==> config.mk <==
export PLATFORM = sky130hd
export DESIGN_NAME = riscv_issue_scoreboard
export DESIGN_NICKNAME = d
export VERILOG_FILES = /design/src/rtl/riscv_issue_scoreboard.sv
export SDC_FILE = /design/constraint.sdc
export NUM_CORES = 1
export LEC_CHECK = 0
export BUFFER_PORTS_ARGS = -buffer_cell sky130_fd_sc_hd__buf_2
export CAP_MARGIN = 30
export CORE_MARGIN = 2
export CORE_UTILIZATION = 35
export DETAILED_ROUTE_END_ITERATION = 8
export SYNTH_ARGS = -nofsm -noshare
export SYNTH_HDL_FRONTEND = slang
export SYNTH_SLANG_ARGS = --single-unit
==> constraint.sdc <==
create_clock -name clk -period 10.3 [get_ports clk]
set_input_delay 2.06 -clock clk [delete_from_list [all_inputs] [get_ports clk]]
set_output_delay 2.06 -clock clk [all_outputs]
set_load 0.1 [all_outputs]
==> src/rtl/riscv_issue_scoreboard.sv <==
// -----------------------------------------------------------------------------
// riscv_issue_scoreboard
//
// In-order issue scoreboard for a simple RISC-V pipeline. It keeps one
// pending-write bit per architectural register. A decoded instruction is
// accepted only when:
//   - none of its source or destination registers has a write in flight,
//   - the in-flight table has room for another write, and
//   - the single-entry execute holding register is free.
// Serializing instructions (fence, system, CSR, privilege change, trap) wait
// in the DRAIN state until every pending write has retired.
//
// Ports
//   clk, rst            clock and synchronous active-high reset
//   in_valid/in_ready   decoded-instruction handshake
//   in_rs1/rs2/rd       register indices
//   in_uses_rs1/rs2     source-operand usage flags
//   in_writes_rd        destination-write flag
//   in_category         instruction category
//   out_valid/out_ready execute-stage handshake
//   out_rd/out_category registered copies of the accepted instruction
//   wb_valid/wb_rd      writeback completion of one destination register
//   flush               drops the held instruction and all tracking state
//   busy_mask           pending-write bit per register (bit 0 always 0)
//   outstanding         number of set bits in busy_mask
//   wb_err              one-cycle pulse after a writeback to a non-busy register
// -----------------------------------------------------------------------------
module riscv_issue_scoreboard #(
    parameter int MAX_OUTSTANDING = 8,
    parameter int CNT_W           = $clog2(MAX_OUTSTANDING + 1)
) (
    input  logic             clk,
    input  logic             rst,
    input  logic             in_valid,
    output logic             in_ready,
    input  logic [4:0]       in_rs1,
    input  logic [4:0]       in_rs2,
    input  logic [4:0]       in_rd,
    input  logic             in_uses_rs1,
    input  logic             in_uses_rs2,
    input  logic             in_writes_rd,
    input  logic [3:0]       in_category,
    output logic             out_valid,
    input  logic             out_ready,
    output logic [4:0]       out_rd,
    output logic [3:0]       out_category,
    input  logic             wb_valid,
    input  logic [4:0]       wb_rd,
    input  logic             flush,
    output logic [31:0]      busy_mask,
    output logic [CNT_W-1:0] outstanding,
    output logic             wb_err
);

    // Instruction category encoding shared with the decoder
    localparam logic [3:0] CAT_SYNCH       = 4'd8;
    localparam logic [3:0] CAT_SYSTEM      = 4'd9;
    localparam logic [3:0] CAT_CSR         = 4'd10;
    localparam logic [3:0] CAT_CHANGELEVEL = 4'd11;
    localparam logic [3:0] CAT_TRAP        = 4'd12;

    localparam logic [CNT_W-1:0] MAX_CNT = CNT_W'(MAX_OUTSTANDING);

    typedef enum logic {
        RUN,
        DRAIN
    } state_t;

    state_t state;
    state_t state_next;

    logic [31:0]      wb_onehot;
    logic [31:0]      busy_eff;
    logic             wb_hit;
    logic [CNT_W-1:0] outstanding_eff;
    logic             tracked;
    logic             hazard;
    logic             full;
    logic             serializing;
    logic             out_free;
    logic             drain_done;
    logic             serialize_block;
    logic             accept;
    logic [31:0]      busy_next;
    logic [CNT_W-1:0] outstanding_next;

    // A writeback in this cycle already frees its register for hazard and
    // capacity purposes, so a dependent instruction can issue in the same cycle.
    assign wb_onehot       = wb_valid ? (32'd1 << wb_rd) : 32'd0;
    assign busy_eff        = busy_mask & ~wb_onehot;
    assign wb_hit          = wb_valid && (wb_rd != 5'd0) && busy_mask[wb_rd];
    assign outstanding_eff = outstanding - CNT_W'(wb_hit);

    // busy_eff[0] is always 0, so register x0 never creates a hazard
    assign tracked = in_writes_rd && (in_rd != 5'd0);
    assign hazard  = (in_uses_rs1 && busy_eff[in_rs1])
                  || (in_uses_rs2 && busy_eff[in_rs2])
                  || (tracked && busy_eff[in_rd]);
    assign full    = tracked && (outstanding_eff == MAX_CNT);

    assign serializing = (in_category == CAT_SYNCH)
                      || (in_category == CAT_SYSTEM)
                      || (in_category == CAT_CSR)
                      || (in_category == CAT_CHANGELEVEL)
                      || (in_category == CAT_TRAP);

    assign out_free        = !out_valid || out_ready;
    assign drain_done      = (outstanding_eff == '0) && out_free;
    assign serialize_block = in_valid && serializing && !drain_done;
    assign accept          = in_valid && in_ready;

    // State register
    always_ff @(posedge clk) begin
        if (rst) begin
            state <= RUN;
        end else begin
            state <= state_next;
        end
    end

    // Next state and in_ready. In DRAIN the held serializing instruction is
    // accepted in the same cycle the pipeline becomes empty.
    always_comb begin
        state_next = state;
        in_ready   = 1'b0;
        unique case (state)
            RUN: begin
                in_ready = !flush && !hazard && !full && !serialize_block && out_free;
                if (serialize_block) begin
                    state_next = DRAIN;
                end
            end
            DRAIN: begin
                if (drain_done) begin
                    state_next = RUN;
                    in_ready   = !flush && !hazard && !full;
                end
            end
            default: begin
                state_next = RUN;
            end
        endcase
        if (flush) begin
            state_next = RUN;
        end
    end

    // Busy-bit update: a new issue to the register being written back in the
    // same cycle leaves the bit set and the counter unchanged (clear, then set).
    always_comb begin
        busy_next = busy_mask;
        if (wb_hit) begin
            busy_next[wb_rd] = 1'b0;
        end
        if (accept && tracked) begin
            busy_next[in_rd] = 1'b1;
        end
        outstanding_next = outstanding + CNT_W'(accept && tracked) - CNT_W'(wb_hit);
    end

    // Tracking table, execute holding register and error pulse
    always_ff @(posedge clk) begin
        if (rst) begin
            out_valid    <= 1'b0;
            out_rd       <= 5'd0;
            out_category <= 4'd0;
            busy_mask    <= 32'd0;
            outstanding  <= '0;
            wb_err       <= 1'b0;
        end else if (flush) begin
            out_valid   <= 1'b0;
            busy_mask   <= 32'd0;
            outstanding <= '0;
            wb_err      <= 1'b0;
        end else begin
            busy_mask   <= busy_next;
            outstanding <= outstanding_next;
            wb_err      <= wb_valid && (wb_rd != 5'd0) && !busy_mask[wb_rd];
            if (accept) begin
                out_valid    <= 1'b1;
                out_rd       <= in_rd;
                out_category <= in_category;
            end else if (out_ready) begin
                out_valid <= 1'b0;
            end
        end
    end

endmodule

-- Word level (Yosys, flattened, before mapping)
Index checks and enable logic that the tools add are counted.
- register bits: 48
- logic and storage cells: 91
- muxes and demuxes: 22
- add/sub/neg operators: 3
- $lt $le $gt $ge: 6
- shift operators: 1
- reduce and logical (&&, ||, !) cells: 39
- bitwise logic cells: 7
- equal/unequal tests: 6
- operators by type and width (operator ; number):
    two-way mux 32 bit ; 3
    AND 32 bit ; 2
    NOT 32 bit ; 2
    bitwise OR 32 bit ; 1
    left shift 1 x 5 -> 32 bit (first input constant) ; 1
    equality test 4 bit (second input constant) ; 6
    less-than comparator 5 x 6 -> 1 bit (second input constant) ; 4
    binary-select mux 1 bit (select 5 bit) ; 4
    logical AND 1 bit ; 19
    two-way mux 1 bit ; 11
    demux 1 bit (select 5 bit) ; 2
    greater-or-equal comparator 5 x 1 -> 1 bit (second input constant) ; 2
    nonzero test 5 bit ; 2
    subtractor 4 x 1 -> 4 bit ; 2
    zero test 1 bit ; 7
    logical OR 1 bit ; 7
    adder 4 x 1 -> 4 bit ; 1
    zero test 4 bit ; 1
    case mux 1 bit (2 select lines) ; 2
    NOT 1 bit ; 2
    AND reduction 2 bit ; 1
    nonzero test 2 bit ; 1
    OR reduction 2 bit ; 1

-- Logic depth before layout (Yosys ltp)
- depth in word-level cells: 19
- depth in mapped cells: 21

-- Worst setup path after synthesis
OpenSTA, ideal clock, no wires.
- path kind: in2out
- start point: input port wb_rd[1]
- end point: output port in_ready
- required time: 8240 ps
- path buffers: 2
- setup slack: 876 ps
- stages on the path: 14
- data arrival time: 7364 ps
- cell sequence: buf_2 > clkbuf_1 > mux4_2 > mux4_2 > mux2i_1 > nor2_1 > ha_1 > xnor2_1 > and3_1 > a21bo_1 > a22oi_1 > nand4_1 > nor4_4 > a21boi_0
- word-level cells in the longest chain between the ends: 15
- elaborated cells between the ends (all ways): 36
- those cells by class: add/sub: 1; eq/ne: 1; shift: 1; mux: 11; bitwise: 2; reduce/logical: 20
- ends and longest elaborated chain (element ; RTL line ; RTL):
    start: declaration ; 48 ; input logic [4:0] wb_rd,
    branches (longest 14 deep; another with subtractor 4 x 1 -> 4 bit) ; - ;
    case mux 1 bit (2 select lines) (*) ; 126 ; unique case (state)
    end: declaration ; 35 ; output logic in_ready,
Mark *: on every way between the ends. The select of a mux whose other input is x is not followed.

-- Worst setup path in the final report
- start point: input port wb_rd[0]
- end point: output port in_ready
Same word-level chain as after synthesis.

==> results.json <==
{
  "min_path_cells": 2,
  "slew_viol_final": 0,
  "cp-start-kind": "primary input",
  "drcViolationCount": 0,
  "async_reset_ff_share_pct": 0,
  "startpoint": "wb_rd[0]",
  "track_usage_pct": 23.5,
  "port_buffers": 80,
  "rsz0062_at_grt": "no",
  "finalHoldViolations": 0,
  "synth_edf_count": 0,
  "max_freq_ghz": 0.122,
  "tns_ns": 0,
  "cts.sinks": 48,
  "postCtsHoldBufs": 0,
  "yosysWarningCount": 0,
  "p_comb_share_pct": 21.3,
  "status": "finished, final reports clean",
  "area_delta_synth_final_pct": 13.7,
  "syn_nets": 524,
  "cts_max_path_buffers": 2,
  "swShare_pct": 31.6,
  "placementRows": 39,
  "relSlewSlack_pct": 36.6,
  "path_class": "primary input to primary output",
  "antenna_found_initial": 0,
  "grt_max_degree": 40,
  "finClkSkew_ns": 0.00895,
  "switchingPower_uw": 152,
  "worst_pin_slew_ns": 0.948,
  "die_h_um": 111,
  "placed_cell_area_um2": 4380,
  "clk_latency_ns": 0.30,
  "grt_pass1_vias": 4054,
  "min_path_type": "register to register",
  "die_w_um": 111,
  "fillers": 1164,
  "yosysSeqAreaShare_pct": 24.0,
  "grt_first_pass_wirelength_um": 23100,
  "required_ns": 8.24,
  "dr_total_vias": 4325,
  "peakVddDrop_mv": 0.0588,
  "core-area_um2": 11300,
  "gp_congestion": 1.02,
  "ant_nets": 0,
  "cts_resized": 0,
  "r2r_start": "busy_mask[22]",
  "path_cells": "buf_2, mux4_2, mux4_2, mux2i_1, nor2_1, ha_1, xnor2_1, and3_1, a21bo_1, a22oi_1, nand4_1, nor4_4, a21boi_0, buf_2",
  "grt_overflow": 0,
  "pwr-share-seq_pct": 39.5,
  "cts_inserted_buffers": 5,
  "netlist_area_um2": 4000,
  "initial_utilization_pct": 35.5,
  "setup_viol": 0,
  "leakage_uw": 0.00165,
  "totalWireLength_um": 14900,
  "power_density_nw_per_um2": 106,
  "wl_per_cell_um": 22.2,
  "cp_max_fo": 14,
  "ys.flop_type": "dfxtp_1",
  "fin_crit_sh_pct": 79.8,
  "drive_gt1_share_pct": 23.0,
  "hold_start": "out_rd[4]",
  "synth.ff_latch_count": 48,
  "die_area_um2": 12300,
  "internal_power_uw": 329,
  "syn_inst": 483,
  "cpPeakStageDelay_ns": 0.55,
  "arrival_ns": 6.16,
  "cap_violations": 0,
  "dp_hpwl_um": 11100,
  "cpLargestDelayFamily": "multiplexers",
  "cts_max_level": 2,
  "cts_root_buffer": "clkbuf_16",
  "cts_setup_buffers": 0,
  "final_nets": 566,
  "ff2ff_path_depth": 19,
  "boundaryPins": 81,
  "crit_path_end_kind": "primary output",
  "cts.clk_slew.worst_paths_ns": 0.07,
  "pwr-share-clk_pct": 39.2,
  "dr.first_iter.drc_count": 533,
  "drtPass1Iterations": 6,
  "design_area_um2": 4550,
  "cts_tree": "built",
  "critPathBufInv": 2,
  "slowest_stage": "mux4_2",
  "synth_area_per_cell_um2": 8.28,
  "ys_types": 66,
  "vias_per_cell": 6.46,
  "total_power_uw": 481,
  "antenna_cells": 0,
  "cp_num_cells": 14,
  "period_minus_slack_ns": 8.22
}
worst min-delay path, cell delays in order (launching register included):
cell and delay, ns:
dfxtp_1 0.31, nand2b_1 0.06, mux2i_1 0.06
cells in the mapped netlist, types with 5 or more instances:
cell / number / share of area (%)
dfxtp_1: 48 / 24
o21ai_0: 34 / 4.3
nand3_1: 33 / 4.1
nand2b_1: 28 / 4.4
nor2_1: 28 / 2.6
clkbuf_1: 25 / 2.3
mux2i_1: 25 / 6.3
o211ai_1: 24 / 4.5
o22ai_1: 21 / 3.3
nand2_1: 15 / 1.4
buf_2: 13 / 1.6
inv_1: 12 / 1.1
mux4_2: 12 / 6.8
nor3_1: 12 / 1.5
and2_1: 10 / 1.6
o22ai_2: 10 / 3.1
a21oi_1: 8 / 1.0
o2111ai_1: 8 / 1.8
ha_1: 7 / 2.2
o21ai_1: 6 / 0.75
a211oi_1: 5 / 0.94
a22oi_1: 5 / 0.94
buf_1: 5 / 0.47
nand4_1: 5 / 0.78
nand4b_1: 5 / 1.1
nor2b_1: 5 / 0.78
nor4_1: 5 / 0.78
o2111a_1: 5 / 1.4
flip-flops by register name (all words and copies together), names as in the netlist:
signal	flops
busy_mask	32
out_category	4
out_rd	5
out_valid	1
outstanding	4
state	1
wb_err	1
placed cells by master, fill, tap and decap left out, types with 12 or more instances in the layout:
master	count
buf_2	80
dfxtp_1	48
o21ai_0	34
nand3_1	33
nand2b_1	28
nor2_1	28
mux2i_1	25
o211ai_1	24
o22ai_1	21
nand2_1	15
inv_1	12
nor3_1	12
mux4_2	12
metrics by stage:
stage | util (%) | hold WS, ns | setup WS [ns] | cells
5_1_grt | 40.3 | 0.502 | 1.90 | 669
2_1_floorplan | - | 0.602 | 0.876 | 483
6_report | 40.3 | 0.476 | 2.08 | 669
4_1_cts | 40.3 | 0.481 | 2.11 | 669
3_3_place_gp | 38.9 | 0.461 | 2.32 | 661
3_5_place_dp | 38.9 | 0.462 | 2.14 | 661
final cells by class:
class / instances / area, um2 / area share, %
clock inverters: 3 / 42.5 / 0.936
multi-input cells: 376 / 2780 / 61.2
inverters: 13 / 48.8 / 1.07
flip-flops and latches: 48 / 961 / 21.1
well taps: 143 / 179 / 3.94
clock buffers: 5 / 125 / 2.75
repair buffers: 81 / 408 / 8.97
power by group through the flow:
stage	clock (uW)	sequential, uW	combinational, uW
finish	188	190	102
global route	196	190	109
CTS	190	190	101
detailed placement	0	194	100
global placement	0	194	100
floorplan	0	212	59.3
routing by layer:
layer,part of all wire [%],vias up,GRT usage (%)
li1,-,1941,-
met1,42,2027,32.0
met2,45,299,36.9
met3,8.7,58,3.94
met4,4.5,0,10.3
met5,0,-,0
kinds of logic after synthesis:
kind of cell / after synthesis / share of synthesized area [%]
buf+inv: 59 / 6.41
simple gates: 176 / 25.5
compound gates: 148 / 26.7
mux: 39 / 13.6
fa+ha+maj: 8 / 2.69
flops: 48 / 24.0
xor+xnor: 5 / 1.09
worst paths after layout:
check | slack, ns | end
setup / recovery | 2.08 | in_ready
hold / removal | 0.48 | out_rd[4]
setup reg to reg | 5.44 | outstanding[3]
hold reg to reg | 0.48 | out_rd[4]
Note: power is estimated with default switching activity, not from simulation.
